## src/rtl/renkon_layer_sched_if.sv

```systemverilog
// Host/datapath bundle for renkon_layer_sched: config + req/ack on the host side,
// strobes and addresses toward mem_net/linebuf/core/serial. img_stall exists only with RENKON_STALL_EN.
interface renkon_layer_sched_if #(
    parameter int CORE    = 8,
    parameter int LWIDTH  = 10,
    parameter int IMGSIZE = 12,
    parameter int NETSIZE = 11
);
    localparam int CW = $clog2(CORE);

    logic               req;
    logic [LWIDTH-1:0]  total_out;
    logic [LWIDTH-1:0]  total_in;
    logic [LWIDTH-1:0]  img_size;
    logic [LWIDTH-1:0]  fil_size;
    logic [LWIDTH-1:0]  pool_size;
    logic [1:0]         stride;
    logic [IMGSIZE-1:0] in_offset;
    logic [IMGSIZE-1:0] out_offset;
    logic [NETSIZE-1:0] net_offset;
`ifdef RENKON_STALL_EN
    logic               img_stall;
`endif
    logic               ack;
    logic [CORE-1:0]    core_mask;
    logic [NETSIZE-1:0] net_addr;
    logic               wreg_we;
    logic               img_re;
    logic [IMGSIZE-1:0] img_addr;
    logic               conv_first;
    logic               conv_valid;
    logic               bias_oe;
    logic               out_we;
    logic [CW-1:0]      out_core;

    modport master (
`ifdef RENKON_STALL_EN
        output img_stall,
`endif
        output req, total_out, total_in, img_size, fil_size, pool_size, stride,
               in_offset, out_offset, net_offset,
        input  ack, core_mask, net_addr, wreg_we, img_re, img_addr, conv_first,
               conv_valid, bias_oe, out_we, out_core
    );

    modport slave (
`ifdef RENKON_STALL_EN
        input  img_stall,
`endif
        input  req, total_out, total_in, img_size, fil_size, pool_size, stride,
               in_offset, out_offset, net_offset,
        output ack, core_mask, net_addr, wreg_we, img_re, img_addr, conv_first,
               conv_valid, bias_oe, out_we, out_core
    );
endinterface

```

## src/rtl/renkon_layer_sched.sv

```systemverilog
// Layer sequencer: groups of CORE output channels, per input channel load weights + scan image,
// then bias and serial write-back. Optional RENKON_STALL_EN adds the img_stall counter freeze.
module renkon_layer_sched #(
    parameter int CORE    = 8,
    parameter int LWIDTH  = 10,
    parameter int IMGSIZE = 12,
    parameter int NETSIZE = 11
) (
    input  logic                 clk,
    input  logic                 xrst,
    renkon_layer_sched_if.slave  bus
);
    localparam int CW = $clog2(CORE);

    typedef enum logic [2:0] {S_IDLE, S_SETUP, S_LOAD, S_SCAN, S_BIAS, S_OUT, S_DONE} state_t;

    state_t             r_state;
    logic               r_ack, r_wreg_we, r_img_re, r_conv_first, r_conv_valid, r_bias_oe, r_out_we, r_s2;
    logic [CORE-1:0]    r_core_mask;
    logic [NETSIZE-1:0] r_net_addr;
    logic [IMGSIZE-1:0] r_img_addr, r_saddr, r_oaddr, r_in_off;
    logic [LWIDTH-1:0]  r_tin, r_img_m1, r_fil_m1, r_pout, r_rem, r_i;
    logic [LWIDTH-1:0]  r_kx, r_ky, r_sx, r_sy, r_px, r_py;
    logic [CW-1:0]      r_c;

    logic [LWIDTH-1:0]  w_fea, w_pout, w_sx_nxt, w_sy_nxt, w_rem_nxt;
    logic               w_k_end, w_sx_end, w_s_end, w_px_end, w_p_end, w_last_grp, w_c_end, w_stall;

    function automatic logic win_f(input logic [LWIDTH-1:0] x, input logic [LWIDTH-1:0] y,
                                   input logic [LWIDTH-1:0] fm1, input logic s2);
        logic [LWIDTH-1:0] dx, dy;
        dx = x - fm1;
        dy = y - fm1;
        win_f = (x >= fm1) && (y >= fm1) && (!s2 || (!dx[0] && !dy[0]));
    endfunction

    function automatic logic [CORE-1:0] mask_f(input logic [LWIDTH-1:0] rem);
        logic [CORE:0] one_hot;
        one_hot = {{CORE{1'b0}}, 1'b1} << rem;
        mask_f  = (rem >= LWIDTH'(CORE)) ? {CORE{1'b1}} : CORE'(one_hot - 1'b1);
    endfunction

    assign w_fea      = ((bus.img_size - bus.fil_size) >> (bus.stride == 2'd2)) + 1'b1;
    assign w_pout     = (bus.pool_size == LWIDTH'(2)) ? (w_fea >> 1) : w_fea;
    assign w_k_end    = (r_kx == r_fil_m1) && (r_ky == r_fil_m1);
    assign w_sx_end   = (r_sx == r_img_m1);
    assign w_s_end    = w_sx_end && (r_sy == r_img_m1);
    assign w_sx_nxt   = w_sx_end ? '0 : r_sx + 1'b1;
    assign w_sy_nxt   = w_sx_end ? r_sy + 1'b1 : r_sy;
    assign w_px_end   = (r_px == r_pout - 1'b1);
    assign w_p_end    = (w_px_end && (r_py == r_pout - 1'b1)) || (r_pout == '0);
    // r_rem tracks total_out - g*CORE, so the last group is the one with at most CORE left
    assign w_last_grp = (r_rem <= LWIDTH'(CORE));
    assign w_c_end    = w_last_grp ? (LWIDTH'(r_c) == r_rem - 1'b1) : (r_c == CW'(CORE - 1));
    assign w_rem_nxt  = r_rem - LWIDTH'(CORE);

`ifdef RENKON_STALL_EN
    assign w_stall = bus.img_stall && (r_state == S_LOAD || r_state == S_SCAN || r_state == S_OUT);
`else
    assign w_stall = 1'b0;
`endif

    always_ff @(posedge clk or posedge xrst) begin
        if (xrst) begin
            r_state <= S_IDLE;   r_ack <= 1'b1;        r_core_mask <= '0;
            r_wreg_we <= 1'b0;   r_img_re <= 1'b0;     r_conv_first <= 1'b0;
            r_conv_valid <= 1'b0; r_bias_oe <= 1'b0;   r_out_we <= 1'b0;
            r_net_addr <= '0;    r_img_addr <= '0;     r_saddr <= '0;
            r_oaddr <= '0;       r_in_off <= '0;       r_s2 <= 1'b0;
            r_tin <= '0;         r_img_m1 <= '0;       r_fil_m1 <= '0;
            r_pout <= '0;        r_rem <= '0;          r_i <= '0;
            r_kx <= '0;          r_ky <= '0;           r_sx <= '0;
            r_sy <= '0;          r_px <= '0;           r_py <= '0;
            r_c <= '0;
        end else begin
            case (r_state)
                S_IDLE: if (bus.req) begin
                    r_state <= S_SETUP;
                    r_ack   <= 1'b0;
                end
                S_SETUP: begin
                    r_tin      <= bus.total_in;
                    r_img_m1   <= bus.img_size - 1'b1;
                    r_fil_m1   <= bus.fil_size - 1'b1;
                    r_s2       <= (bus.stride == 2'd2);
                    r_pout     <= w_pout;
                    r_rem      <= bus.total_out;
                    r_in_off   <= bus.in_offset;
                    r_saddr    <= bus.in_offset;
                    r_oaddr    <= bus.out_offset;
                    r_net_addr <= bus.net_offset;
                    r_i <= '0; r_kx <= '0; r_ky <= '0;
                    if (bus.total_out == '0 || bus.total_in == '0) begin
                        r_state <= S_DONE;
                    end else begin
                        r_state     <= S_LOAD;
                        r_wreg_we   <= 1'b1;
                        r_core_mask <= mask_f(bus.total_out);
                    end
                end
                // weights are contiguous across channels and groups, so net_addr just runs
                S_LOAD: if (!w_stall) begin
                    r_net_addr <= r_net_addr + 1'b1;
                    if (w_k_end) begin
                        r_state      <= S_SCAN;
                        r_wreg_we    <= 1'b0;
                        r_img_re     <= 1'b1;
                        r_sx <= '0; r_sy <= '0;
                        r_img_addr   <= r_saddr;
                        r_conv_first <= (r_i == '0);
                        r_conv_valid <= win_f('0, '0, r_fil_m1, r_s2);
                    end else begin
                        r_kx <= (r_kx == r_fil_m1) ? '0 : r_kx + 1'b1;
                        r_ky <= (r_kx == r_fil_m1) ? r_ky + 1'b1 : r_ky;
                    end
                end
                S_SCAN: if (!w_stall) begin
                    r_img_addr <= r_img_addr + 1'b1;
                    if (w_s_end) begin
                        r_saddr      <= r_img_addr + 1'b1;
                        r_img_re     <= 1'b0;
                        r_conv_valid <= 1'b0;
                        r_conv_first <= 1'b0;
                        if (r_i == r_tin - 1'b1) begin
                            r_state   <= S_BIAS;
                            r_bias_oe <= 1'b1;
                        end else begin
                            r_state   <= S_LOAD;
                            r_i       <= r_i + 1'b1;
                            r_kx <= '0; r_ky <= '0;
                            r_wreg_we <= 1'b1;
                        end
                    end else begin
                        r_sx         <= w_sx_nxt;
                        r_sy         <= w_sy_nxt;
                        r_conv_valid <= win_f(w_sx_nxt, w_sy_nxt, r_fil_m1, r_s2);
                    end
                end
                S_BIAS: begin
                    r_bias_oe  <= 1'b0;
                    r_state    <= S_OUT;
                    r_out_we   <= (r_pout != '0);
                    r_c <= '0; r_px <= '0; r_py <= '0;
                    r_img_addr <= r_oaddr;
                end
                S_OUT: if (!w_stall) begin
                    if (w_p_end && w_c_end) begin
                        r_out_we <= 1'b0;
                        r_oaddr  <= r_out_we ? r_img_addr + 1'b1 : r_img_addr;
                        if (w_last_grp) begin
                            r_state <= S_DONE;
                        end else begin
                            r_state     <= S_LOAD;
                            r_rem       <= w_rem_nxt;
                            r_core_mask <= mask_f(w_rem_nxt);
                            r_i <= '0; r_kx <= '0; r_ky <= '0;
                            r_saddr     <= r_in_off;
                            r_wreg_we   <= 1'b1;
                        end
                    end else if (w_p_end) begin
                        r_c <= r_c + 1'b1;
                        r_px <= '0; r_py <= '0;
                        r_img_addr <= r_img_addr + 1'b1;
                    end else begin
                        r_px <= w_px_end ? '0 : r_px + 1'b1;
                        r_py <= w_px_end ? r_py + 1'b1 : r_py;
                        r_img_addr <= r_img_addr + 1'b1;
                    end
                end
                S_DONE: begin
                    r_ack   <= 1'b1;
                    r_state <= S_IDLE;
                end
                default: r_state <= S_IDLE;
            endcase
        end
    end

    assign bus.ack        = r_ack;
    assign bus.core_mask  = r_core_mask;
    assign bus.net_addr   = r_net_addr;
    assign bus.img_addr   = r_img_addr;
    assign bus.conv_first = r_conv_first;
    assign bus.bias_oe    = r_bias_oe;
    assign bus.out_core   = r_c;
    assign bus.wreg_we    = r_wreg_we    & ~w_stall;
    assign bus.img_re     = r_img_re     & ~w_stall;
    assign bus.conv_valid = r_conv_valid & ~w_stall;
    assign bus.out_we     = r_out_we     & ~w_stall;
endmodule

```

## src/flat_wrapper.sv

```systemverilog
// flat-port wrapper written by rule: the top's interface ports become plain ports
module renkon_layer_sched_flat 
#(
    parameter int CORE    = 8,
    parameter int LWIDTH  = 10,
    parameter int IMGSIZE = 12,
    parameter int NETSIZE = 11
)
  (clk, xrst, bus_req, bus_total_out, bus_total_in, bus_img_size, bus_fil_size, bus_pool_size, bus_stride, bus_in_offset, bus_out_offset, bus_net_offset, bus_ack, bus_core_mask, bus_net_addr, bus_wreg_we, bus_img_re, bus_img_addr, bus_conv_first, bus_conv_valid, bus_bias_oe, bus_out_we, bus_out_core);
  renkon_layer_sched_if #(.CORE(CORE), .LWIDTH(LWIDTH), .IMGSIZE(IMGSIZE), .NETSIZE(NETSIZE)) bus_i ();
  input  logic clk;
  input  logic xrst;
  input wire logic [$bits(bus_i.req)-1:0] bus_req;
  input wire logic [$bits(bus_i.total_out)-1:0] bus_total_out;
  input wire logic [$bits(bus_i.total_in)-1:0] bus_total_in;
  input wire logic [$bits(bus_i.img_size)-1:0] bus_img_size;
  input wire logic [$bits(bus_i.fil_size)-1:0] bus_fil_size;
  input wire logic [$bits(bus_i.pool_size)-1:0] bus_pool_size;
  input wire logic [$bits(bus_i.stride)-1:0] bus_stride;
  input wire logic [$bits(bus_i.in_offset)-1:0] bus_in_offset;
  input wire logic [$bits(bus_i.out_offset)-1:0] bus_out_offset;
  input wire logic [$bits(bus_i.net_offset)-1:0] bus_net_offset;
  output wire logic [$bits(bus_i.ack)-1:0] bus_ack;
  output wire logic [$bits(bus_i.core_mask)-1:0] bus_core_mask;
  output wire logic [$bits(bus_i.net_addr)-1:0] bus_net_addr;
  output wire logic [$bits(bus_i.wreg_we)-1:0] bus_wreg_we;
  output wire logic [$bits(bus_i.img_re)-1:0] bus_img_re;
  output wire logic [$bits(bus_i.img_addr)-1:0] bus_img_addr;
  output wire logic [$bits(bus_i.conv_first)-1:0] bus_conv_first;
  output wire logic [$bits(bus_i.conv_valid)-1:0] bus_conv_valid;
  output wire logic [$bits(bus_i.bias_oe)-1:0] bus_bias_oe;
  output wire logic [$bits(bus_i.out_we)-1:0] bus_out_we;
  output wire logic [$bits(bus_i.out_core)-1:0] bus_out_core;
  assign bus_i.req = bus_req;
  assign bus_i.total_out = bus_total_out;
  assign bus_i.total_in = bus_total_in;
  assign bus_i.img_size = bus_img_size;
  assign bus_i.fil_size = bus_fil_size;
  assign bus_i.pool_size = bus_pool_size;
  assign bus_i.stride = bus_stride;
  assign bus_i.in_offset = bus_in_offset;
  assign bus_i.out_offset = bus_out_offset;
  assign bus_i.net_offset = bus_net_offset;
  assign bus_ack = bus_i.ack;
  assign bus_core_mask = bus_i.core_mask;
  assign bus_net_addr = bus_i.net_addr;
  assign bus_wreg_we = bus_i.wreg_we;
  assign bus_img_re = bus_i.img_re;
  assign bus_img_addr = bus_i.img_addr;
  assign bus_conv_first = bus_i.conv_first;
  assign bus_conv_valid = bus_i.conv_valid;
  assign bus_bias_oe = bus_i.bias_oe;
  assign bus_out_we = bus_i.out_we;
  assign bus_out_core = bus_i.out_core;
  renkon_layer_sched #(.CORE(CORE), .LWIDTH(LWIDTH), .IMGSIZE(IMGSIZE), .NETSIZE(NETSIZE)) u_core (.clk(clk), .xrst(xrst), .bus(bus_i));
endmodule
```

## config.mk

```make
export PLATFORM = sky130hd
export DESIGN_NAME = renkon_layer_sched_flat
export DESIGN_NICKNAME = d
export VERILOG_FILES = /design/src/rtl/renkon_layer_sched_if.sv /design/src/rtl/renkon_layer_sched.sv /design/src/flat_wrapper.sv
export SDC_FILE = /design/constraint.sdc
export NUM_CORES = 1
export LEC_CHECK = 0
export CAP_MARGIN = 20
export CORE_ASPECT_RATIO = 0.6
export CORE_UTILIZATION = 25
export CTS_CLUSTER_SIZE = 10
export DETAILED_ROUTE_END_ITERATION = 8
export DONT_BUFFER_PORTS = 1
export SLEW_MARGIN = 20
export SYNTH_ARGS = -nofsm -noshare
export SYNTH_HDL_FRONTEND = slang
export SYNTH_SLANG_ARGS = --single-unit
export TNS_END_PERCENT = 100
```

## constraint.sdc

```tcl
create_clock -name clk -period 7.65 [get_ports clk]
set_clock_uncertainty 0.1 [all_clocks]
set_input_delay 1.53 -clock clk [delete_from_list [all_inputs] [get_ports clk]]
set_output_delay 1.53 -clock clk [all_outputs]
set_load 0.05 [all_outputs]
```

==> results of run 1 <==
[metal layers]
metal / up-vias / wire length (um) / GRT usage
met1: 6303 / 21200 / 0.221
met3: 45 / 3560 / 0.0320
met2: 445 / 19000 / 0.219
li1: 6073 / - / -
met5: - / 12 / 0
met4: 2 / 640 / 0.0252
[cell type report]
type	instances	area share
clock buffer	41	0.0491
multi-input combinational	1334	0.545
antenna	1	0.000158
timing repair buffer	20	0.00947
clock inverter	3	0.00276
inverter	68	0.0166
tap	759	0.0599
sequential	201	0.317
[per-stage QoR]
| step | cell area [um2] | hold WS (ps) | worst slack, ps | cells | util |
|---|---|---|---|---|---|
| 6_report | 15900 | 378 | 2930 | 2427 | 0.282 |
| 5_1_grt | 15900 | 398 | 2710 | 2427 | 0.282 |
| 3_5_place_dp | 15000 | 361 | 3040 | 2381 | 0.268 |
| 3_3_place_gp | 15000 | 357 | 3130 | 2381 | 0.268 |
| 4_1_cts | 15800 | 376 | 2990 | 2425 | 0.282 |
| 2_1_floorplan | 14300 | 345 | 539 | 1699 | - |
[cells by family after synthesis]
kind of cell / after synthesis / synth area share
xor gates and xnor gates: 159 / 0.0973
AOI/OAI and AO/OA: 452 / 0.215
buffers and inverters: 164 / 0.0453
DFF: 201 / 0.352
muxes: 31 / 0.0255
and+or+nand+nor: 640 / 0.220
adders and majority gates: 52 / 0.0460
[worst paths after layout]
check	from	endpoint	slack (ps)
setup / recovery	u_core.r_pout[0]	u_core.r_rem[4]	2930
hold / removal	u_core.r_in_off[11]	u_core.r_in_off[11]	380
setup reg to reg	u_core.r_pout[0]	u_core.r_rem[4]	2930
hold reg to reg	u_core.r_in_off[11]	u_core.r_in_off[11]	380
max in group asynchronous	xrst	u_core.r_kx[7]	5310
min in group asynchronous	xrst	u_core.bus.net_addr[7]	800
[state kept, by name, indices dropped and copies added (netlist names), 11 cells and up]
register and cells:
u_core.bus.img_addr 12, u_core.r_in_off 12, u_core.r_oaddr 12, u_core.r_saddr 12, u_core.bus.net_addr 11
[placed cells by master, fill, tap and decap left out, drive strengths merged, types with 33 or more instances in the layout]
cell / n
xnor2: 74
and3: 42
a21oi: 83
clkbuf: 42
nor2: 131
nand3: 55
ha: 51
nand4: 33
nand2: 214
nor3: 46
o21ai: 133
dfrtp: 200
inv: 67
xor2: 85
[worst register-to-register path, cell delays in order (launching register included)]
cell and delay (ps):
dfrtp_1 490, inv_1 120, ha_1 440, nor3b_1 410, xnor2_1 190, o311ai_0 180, nor4_1 560, nand3_4 190
or3_1 420, a2111o_1 560, nand2_1 530, mux2_2 400
[power by group]
part	internal [mW]	switching [mW]	leakage [nW]
clock	0.723	0.489	0.401
sequential	1.16	0.311	2.50
combinational	0.236	0.304	3.71
==> summary by stage, run 1 <==
Routing
The final routed wire length divided by cell count is around 18 um. The final routed DRC violation total is 0. The first TritonRoute pass finished after 6 iterations. Using the TritonRoute via totals, the vias-per-cell ratio works out to 5.30. The routed design has 44400 um of wire. The number of vias in the routed layout is 12900. The number of DRC violations after detailed-routing iteration 0 is between 1000 and 1500. The detail route stage leaves a number of antenna-violating nets equal to 0.

Yosys
Sorting the synthesized cells by how often they occur yields 214 x nand2_1, 200 x dfrtp_1, 130 x nor2_1. Of the synthesized area, sequential elements account for 0.352. Synthesis instantiated 93 different standard cells from the library. The most numerous cell in the Yosys netlist is nand2_1. After synthesis, the share of flip-flops with an asynchronous set or reset is 1.00. The share of Yosys cell area claimed by the top area cell type is 0.350.

Yosys printed 0 warnings. In the synthesized netlist the dominant register cell turns out to be dfrtp_1. The synthesized netlist cell count is 1699. The synthesized area is roughly 14000 um2. The cell type with the largest total area after synthesis is dfrtp_1.

Synthesis produced a netlist with a net count of 1841. Counting flops and latches in the post-synthesis netlist gives ~200. After synthesis, the cell types taking the most area are dfrtp_1 35%, nand2_1 5.6%, xor2_1 5.2%, xnor2_1 4.5%, o21ai_0 4.5%. In this run the mean area of a mapped cell was 8.42 um2.

The number of synthesized flops with an enable pin is 0.

Clock network
The count of hold buffers inserted by post-cts repair is 0. The CTS tree is built. After clock tree synthesis, the repair step resized 0 gates.

The count of H-tree levels built during CTS is 1. Clock tree synthesis selected as its root buffer the cell clkbuf_16. The maximum buffer depth of the clock tree is 3. The CTS sink count is 201.

Clock-pin slew was measured on the worst setup and hold paths at roughly 60 ps. The number of clock buffers inserted by TritonCTS is 26. The post-CTS setup buffer count is 0. The clock reaches the later pin of the worst-skew pair after 550 ps.

Worst setup path
In this run the worst path has a maximum fanout of 15. The longest individual stage delay on the worst path is 560 ps. Traced cell by cell, the critical path runs through inv_1 > ha_1 > nor3b_1 > xnor2_1 > o311ai_0 > nor4_1 > nand3_4 > or3_1 > a2111o_1 > nand2_1 > mux2_2. Counting buffers and inverters, the worst setup path is 11 cells deep.

Counting both buffers and inverters, the worst setup path holds a total of 1. The cell count of the worst reg-to-reg path is 11. The type of the worst setup path is reg -> reg. STA puts the critical path data arrival time at 5050 ps. The required time of the critical path is roughly 8000 ps.

The largest individual stage delay along the critical path comes from the cell nor4_1. The type of element launching the critical path is a register. The cell class contributing the biggest share of worst-path delay is simple AND/OR/NAND/NOR gates.

STA classifies the critical path endpoint as a register.

Floorplan
The die is 187 um tall. The core region is between 50000 and 60000 um2. The starting utilization of the core area is 0.255. The die area is 58200 um2.

The floorplan has 67 rows. The die boundary width is 311 um. Pin placement for this block handled 131 I/O pins.

STA
The ratio of final minimum period to clock period is 0.617. The setup TNS is 0 ps. At the pin with the least slew margin, the transition time is 1050 ps. Headroom to the max-slew limit came out at 0.298.

The worst path in the final design needs a cycle of approximately 4700 ps, including I/O delays and setup. Setup violations remaining at the end of the flow were counted as 0. The achievable frequency is 212 MHz. The final hold violation count is 0.

The number of pins with negative max-slew slack in the final report came to 0. Setup repair after global routing left no endpoint under its margin.

Power and ir drop
The analysis attributes to cell leakage a power of between 6 and 7 nW. The total power per unit cell area is 203 nW/um2. The total power is 3.22 mW. The worst ir drop on vdd is 164 uV.

Global route
The initial antenna violation count came to 2. The number of global-route vias before repair is between 10000 and 15000. In the global route stage, overall resource usage came out at 0.148. The global-route wire length before repair is 70700 um. For this run the aggregate overflow at the end of global routing stands at 0. The pin count of the biggest net entering global routing is 91.

Placed design
During placement, the flow inserted port buffers numbering 0. The total half-perimeter wirelength after legalization and detailed placement is 32200 um. The routability congestion estimate is 0.886.

Cells and area
After filler insertion, the fill cell instance count of the layout stands at roughly 6000. The growth of design area from synthesis to finish is 10.8%. In the final layout, the multi-input gates occupy approximately 8600 um2. The area taken by flip-flops and latches is 5030 um2. The layout net count is between 1500 and 2000. The fraction of final layout cells with drive strength greater than 1 is 0.0648.

Run
The number of max-cap violations is 0.

Run status
The flow ran to the end, and the final reports show no timing, DRC or antenna violations.

Min path
The worst hold-check path type is reg -> reg. The worst hold path passes through 2 cells.
Note: power is estimated with default switching activity, not from simulation.
==> run 2: changes to the inputs <==
Clock period 7.65 ns to 4.3 ns, I/O delays scaled along.
==> run 2 against run 1 <==
Effect of this change: combinational power up 87%; largest power group unchanged; utilization up 0.22 points; critical endpoint is now u_core.bus.core_mask[4]; critical path type unchanged; sequential cell count unchanged.
==> summary by stage, run 2 (synthesis gave the netlist of run 1 again) <==
Clock network
The insertion delay of the later-clocked pin in the worst-skew pair was 530 ps (-20 ps). The clock-pin transition on the worst setup and hold timing paths came to 60 ps (about the same). In this run the clock root is driven by a clkbuf_16. The count of H-tree levels built during CTS is 1 (unchanged). The maximum buffer depth of the clock tree came to 3 (unchanged). The CTS tree is built.

The number of gates resized after cts was 0 (unchanged). The CTS sink count is 201 (unchanged). The number of clock buffers inserted by TritonCTS came to 25 (-3.8%).

Floorplan
The die boundary width is 311 um (unchanged). The cell row count is 67 (unchanged). The standard cell core area is 56200 um2 (unchanged). The count of boundary I/O pins is 131 (unchanged). The starting utilization of the core area is 0.255 (unchanged). The die extent in y is 187 um (unchanged). The die area is 58200 um2 (unchanged).

Routing
The number of vias per cell after detailed routing is 5.36 (+1.0%). The total iterations of the first detailed-routing run came to 5 (-1). The final routed wire length divided by cell count is 18.7 um (+2.4%). The number of DRC violations after detailed-routing iteration 0 is 1475 (+35%). The final routed DRC violation total is 0 (unchanged). The sum of routed wire length over all layers was 45900 um (+3.2%). The count of antenna-violating nets left after detailed routing is 0 (unchanged). The number of vias in the routed layout is 13100 (+1.9%).

Worst setup path
STA classifies the critical path endpoint as a register. The required time of the critical path is 4610 ps (-3370 ps). The internal reg-to-reg setup slack is 150 ps (-2790 ps). The critical path ends at u_core.bus.core_mask[4]. The type of element launching the critical path is a register. The endpoint arrival time on the critical path was 4470 ps (-580 ps). The maximum fanout encountered on the critical timing path was 8 (-7).

The source of the critical timing path is u_core.r_pout[2]. The cell count of the worst reg-to-reg path is 9 (-2). The endpoint identified for the worst register-to-register timing path is u_core.bus.core_mask[4]. The worst setup path is of the reg -> reg kind.

The worst register-to-register path begins at u_core.r_pout[2].

Run
The number of max-cap violations is 0 (unchanged).

Placed design
The worst-case setup slack after placement is 134 ps (-2910 ps). The routability congestion estimate is 0.916 (+3.5%). The post-place instance area is 15300 um2 (+1.5%).

The total half-perimeter wirelength after legalization and detailed placement is 33700 um (+4.6%). The count of buffers inserted at the top-level ports is 0 (unchanged).

Global route
The initial antenna violation count is 2 (unchanged). The overall fraction of global-route tracks in use is 0.153 (+0.00509). The pin count of the biggest net entering global routing is 87 (-4.4%). The global-route wire length before repair came to 73000 um (+3.2%). The overflow left after global routing is 0 (unchanged). The number of global-route vias before repair was 12600 (+6.0%).

Power and ir drop
The leakage power is 6.70 nW (+1.3%). The total power per unit cell area was 349 nW/um2 (+72%). The worst ir drop on vdd came to 284 uV (+74%).

Min path
The worst hold-check path type is in -> async.

STA
The achievable frequency was 241 MHz (+14%). The actual transition at the worst max-transition pin was 1050 ps (-2.46 ps). The total of endpoints with negative setup slack in the final report was 0 (unchanged). Setup repair after global routing left no endpoint under its margin.

The setup TNS is 0 ps (unchanged). The number of pins with negative max-slew slack in the final report was 0 (unchanged). The final worst setup slack is 147 ps (-2790 ps).

The worst hold slack after final layout came to 264 ps (-113 ps). The final hold violation count was 0 (unchanged). The minimum clock period after layout is 4150 ps (-565 ps). The ratio of final minimum period to clock period is 0.966 (+0.349).

The worst slew margin relative to its limit is 0.302 (+0.00423).

Run status
The flow ran to the end, and the final reports show no timing, DRC or antenna violations.

Cells and area
The final cell area excluding filler cells is 16000 um2 (+0.79%). The most frequent standard cell in the layout excluding fill and tap cells is nand2_1. In the layout the commonest cells are 213 x nand2_1, 200 x dfrtp_1, 128 x nor2_1, 128 x o21ai_0, 85 x xor2_1. The end-of-flow core utilization is 0.285 (+0.00223). The layout net count was 1819 (+1.5%). The fraction of final layout cells with drive strength greater than 1 is 0.0770 (+0.0122). The growth of design area from synthesis to finish is 11.7%.
run 2: metrics by stage:
stage | total power, mW | instances
after global placement | 3.59 | 2409
final | 5.57 | 2448
after detailed placement | 3.62 | 2409
after global routing | 5.84 | 2448
after CTS | 5.60 | 2447
after floorplan | 3.33 | 1699
run 2: repair_timing:
action | 4_1_cts | 5_1_grt
buffers inserted | 0 | 0
endpoints found under the setup margin | 0 | 10
hold buffers | 0 | 0
run 2: worst max-delay path, cell delays in order, from the launching register on:
cell and delay (ps):
dfrtp_1 380, or4_4 570, or4_1 520, mux2i_1 170, nor4_1 420, nand3_4 120
or3_1 430, a2111o_1 580, a21oi_4 410, mux2_4 340
run 2: how the worst min path moves through the flow:
| stage | to | slack (ps) | cells after the start |
|---|---|---|---|
| after floorplan | u_core.r_in_off[11] | 340 | 2 |
| after global placement | u_core.r_in_off[2] | 360 | 2 |
| after detailed placement | u_core.r_in_off[2] | 360 | 2 |
| after CTS | u_core.r_kx[9] | 260 | 1 |
| after global routing | u_core.r_kx[9] | 310 | 1 |
| final | u_core.r_kx[9] | 260 | 1 |
run 2: area by class of cell:
cell class | instances | area, um2
Clock inverter | 3 | 40.0
Multi-Input combinational cell | 1334 | 8640
Antenna cell | 1 | 2.50
Fill cell | 5947 | 40200
Clock buffer | 35 | 683
Tap cell | 759 | 950
Sequential cell | 201 | 5030
Inverter | 68 | 259
Timing Repair Buffer | 47 | 378
run 2: routing by layer:
layer | wire [um] | global-route usage
met3 | 3720 | 0.0292
met5 | 0 | 0
met4 | 902 | 0.0311
met2 | 19300 | 0.225
met1 | 22000 | 0.231
run 2: power by group:
group | internal (mW) | switching (mW)
Combinational | 0.438 | 0.568
Clock | 1.15 | 0.819
Sequential | 2.06 | 0.544
==> patch (config.mk and constraints of run 1) <==
`LWIDTH` is set to 10 in 3 places; all go to 20.
--- a/src/rtl/renkon_layer_sched_if.sv
+++ b/src/rtl/renkon_layer_sched_if.sv
@@ -2,7 +2,7 @@
 // strobes and addresses toward mem_net/linebuf/core/serial. img_stall exists only with RENKON_STALL_EN.
 interface renkon_layer_sched_if #(
     parameter int CORE    = 8,
-    parameter int LWIDTH  = 10,
+    parameter int LWIDTH  = 20,
     parameter int IMGSIZE = 12,
     parameter int NETSIZE = 11
 );
--- a/src/rtl/renkon_layer_sched.sv
+++ b/src/rtl/renkon_layer_sched.sv
@@ -2,7 +2,7 @@
 // then bias and serial write-back. Optional RENKON_STALL_EN adds the img_stall counter freeze.
 module renkon_layer_sched #(
     parameter int CORE    = 8,
-    parameter int LWIDTH  = 10,
+    parameter int LWIDTH  = 20,
     parameter int IMGSIZE = 12,
     parameter int NETSIZE = 11
 ) (
--- a/src/flat_wrapper.sv
+++ b/src/flat_wrapper.sv
@@ -2,7 +2,7 @@
 module renkon_layer_sched_flat 
 #(
     parameter int CORE    = 8,
-    parameter int LWIDTH  = 10,
+    parameter int LWIDTH  = 20,
     parameter int IMGSIZE = 12,
     parameter int NETSIZE = 11
 )
Ports: changed (5 resized); port bits go from 131 to 181. The function was not compared with the original's and may differ.
==> patch against run 1 <==
- routed wire length is 80% higher
- sequential power is 16% higher
- sequential cell count is 120 higher
- setup slack worse by 0.90 ns
- cell area is 66% higher
- synthesized area is 66% higher
- via count is 69% higher
- non-clock buffer count is 12 higher
- first-iteration DRC count is 110% higher
- total power is 24% higher
- largest power group is now clock
==> patch: results (changes against run 1) <==
INFO  run_status     result_of_the_run=complete, no violations
INFO  finish         layout.nets=3,065 [+71%]
INFO  hold_path      worstHoldEndpoint=u_core.r_in_off[7]$_DFFE_PP0P_
INFO  finish         layout.filler_cells=10,000 [+68%]
INFO  routing        detailedRoute.firstPassIterationCount=5 [-1]
INFO  clock_network  clock_tree.htree_level_count=2 [+1]
INFO  finish         layout.cells.non_filler=4,115 [+70%]
INFO  routing        dr.first_iter.drc_count=2,278 [+110%]
INFO  placement      dp_hpwl=60,000um [+86%]
INFO  setup_path     worst-endpoint-arrival=6.00ns [+0.95 ns]
INFO  synth          mux_share_of_post_synthesis_cell_area=1.80% [-0.76 points]
INFO  synth          synth.top_cells.by_count=388 x nand2_1, 320 x dfrtp_1, 235 x nor2_1, 190 x o21ai_0, 187 x xnor2_1
INFO  synth          share_of_the_yosys_chip_area_belonging_to_registers=33.8% [-1.4 points]
INFO  global_routing grt_max_degree=119 [+31%]
INFO  synth          ys_top_cells_by_area=dfrtp_1 34%, xnor2_1 6.9%, nand2_1 6.1%
INFO  synth          netlist-cell-type-count=88 [-5.4%]
INFO  synth          synth_xor_xnor_area_share=12.7% [+3.0 points]
INFO  placement      place_congestion=0.916 [+3.5%]
INFO  setup_path     reg2reg_path_depth=12 [+1]
INFO  clock_network  total_cts_buffers=42 [+62%]
INFO  setup_path     cp_max_fanout=20 [+5]
INFO  routing        vias=21,800 [+69%]
INFO  global_routing initial_antenna_violation_count=7 [+5]
INFO  global_routing grt_util_all_layers=16.1% [+1.3 points]
INFO  sta            relSlewSlack=22.7% [-7.1 points]
INFO  placement      numPlacedInstances=4,043 [+70%]
INFO  synth          synthesis.instances=2,928 [+72%]
INFO  pwr            irDropWorstVdd=153uV [-6.6%]
INFO  synth          synth_nets=3,151 [+71%]
INFO  sta            hold_slack=0.378ns [+0.000369 ns]
INFO  setup_path     worst_r2r_endpoint=u_core.r_ky[10]$_DFFE_PP0P_
INFO  placement      dpl_worst_slack=1.71ns [-1.33 ns]
==> patch: changes by cell type after synthesis, sizes merged, moves of 50 or more <==
cell | before | now
nand2 | 214 | 388
dfrtp | 200 | 320
xnor2 | 74 | 187
nor2 | 131 | 235
o21ai | 133 | 218
nand3 | 55 | 136
clkbuf | 82 | 146
xor2 | 85 | 141
a21oi | 83 | 138
nor4 | 25 | 75
==> patch: worst max-delay path by stage <==
stage | start | to | slack (ns)
floorplan | xrst | u_core.bus.bias_oe$_DFFE_PP0P_ | 1.74
global placement | bus_img_size[0] | u_core.r_pout[17]$_DFFE_PP0P_ | 1.72
detailed placement | bus_img_size[0] | u_core.r_pout[17]$_DFFE_PP0P_ | 1.71
CTS | u_core.r_rem[3]$_DFFE_PP0P_ | u_core.r_ky[10]$_DFFE_PP0P_ | 2.02
global route | u_core.r_rem[3]$_DFFE_PP0P_ | u_core.r_ky[10]$_DFFE_PP0P_ | 1.49
finish | u_core.r_rem[3]$_DFFE_PP0P_ | u_core.r_ky[10]$_DFFE_PP0P_ | 2.04
==> patch: area by class of cell <==
type	count	area (um2)	share of cell area [%]
diodes	6	15.0	0.0569
clock buffers	55	1160	4.39
clock inverters	10	148	0.559
inverters	98	372	1.41
multi-input cells	2347	14800	56.2
flip-flops and latches	321	8030	30.4
well taps	1246	1560	5.90
repair buffers	32	278	1.05
==> patch: where the power goes <==
| group | switching (uW) | internal (uW) |
|---|---|---|
| clock network | 844 | 1100 |
| registers | 8.68 | 1700 |
| logic | 219 | 117 |
==> patch: metal layers <==
metal / wire (um) / up-vias
met2: 31800 / 732
met3: 6720 / 84
met5: 11 / -
li1: - / 10400
met1: 39500 / 10600
met4: 1990 / 2
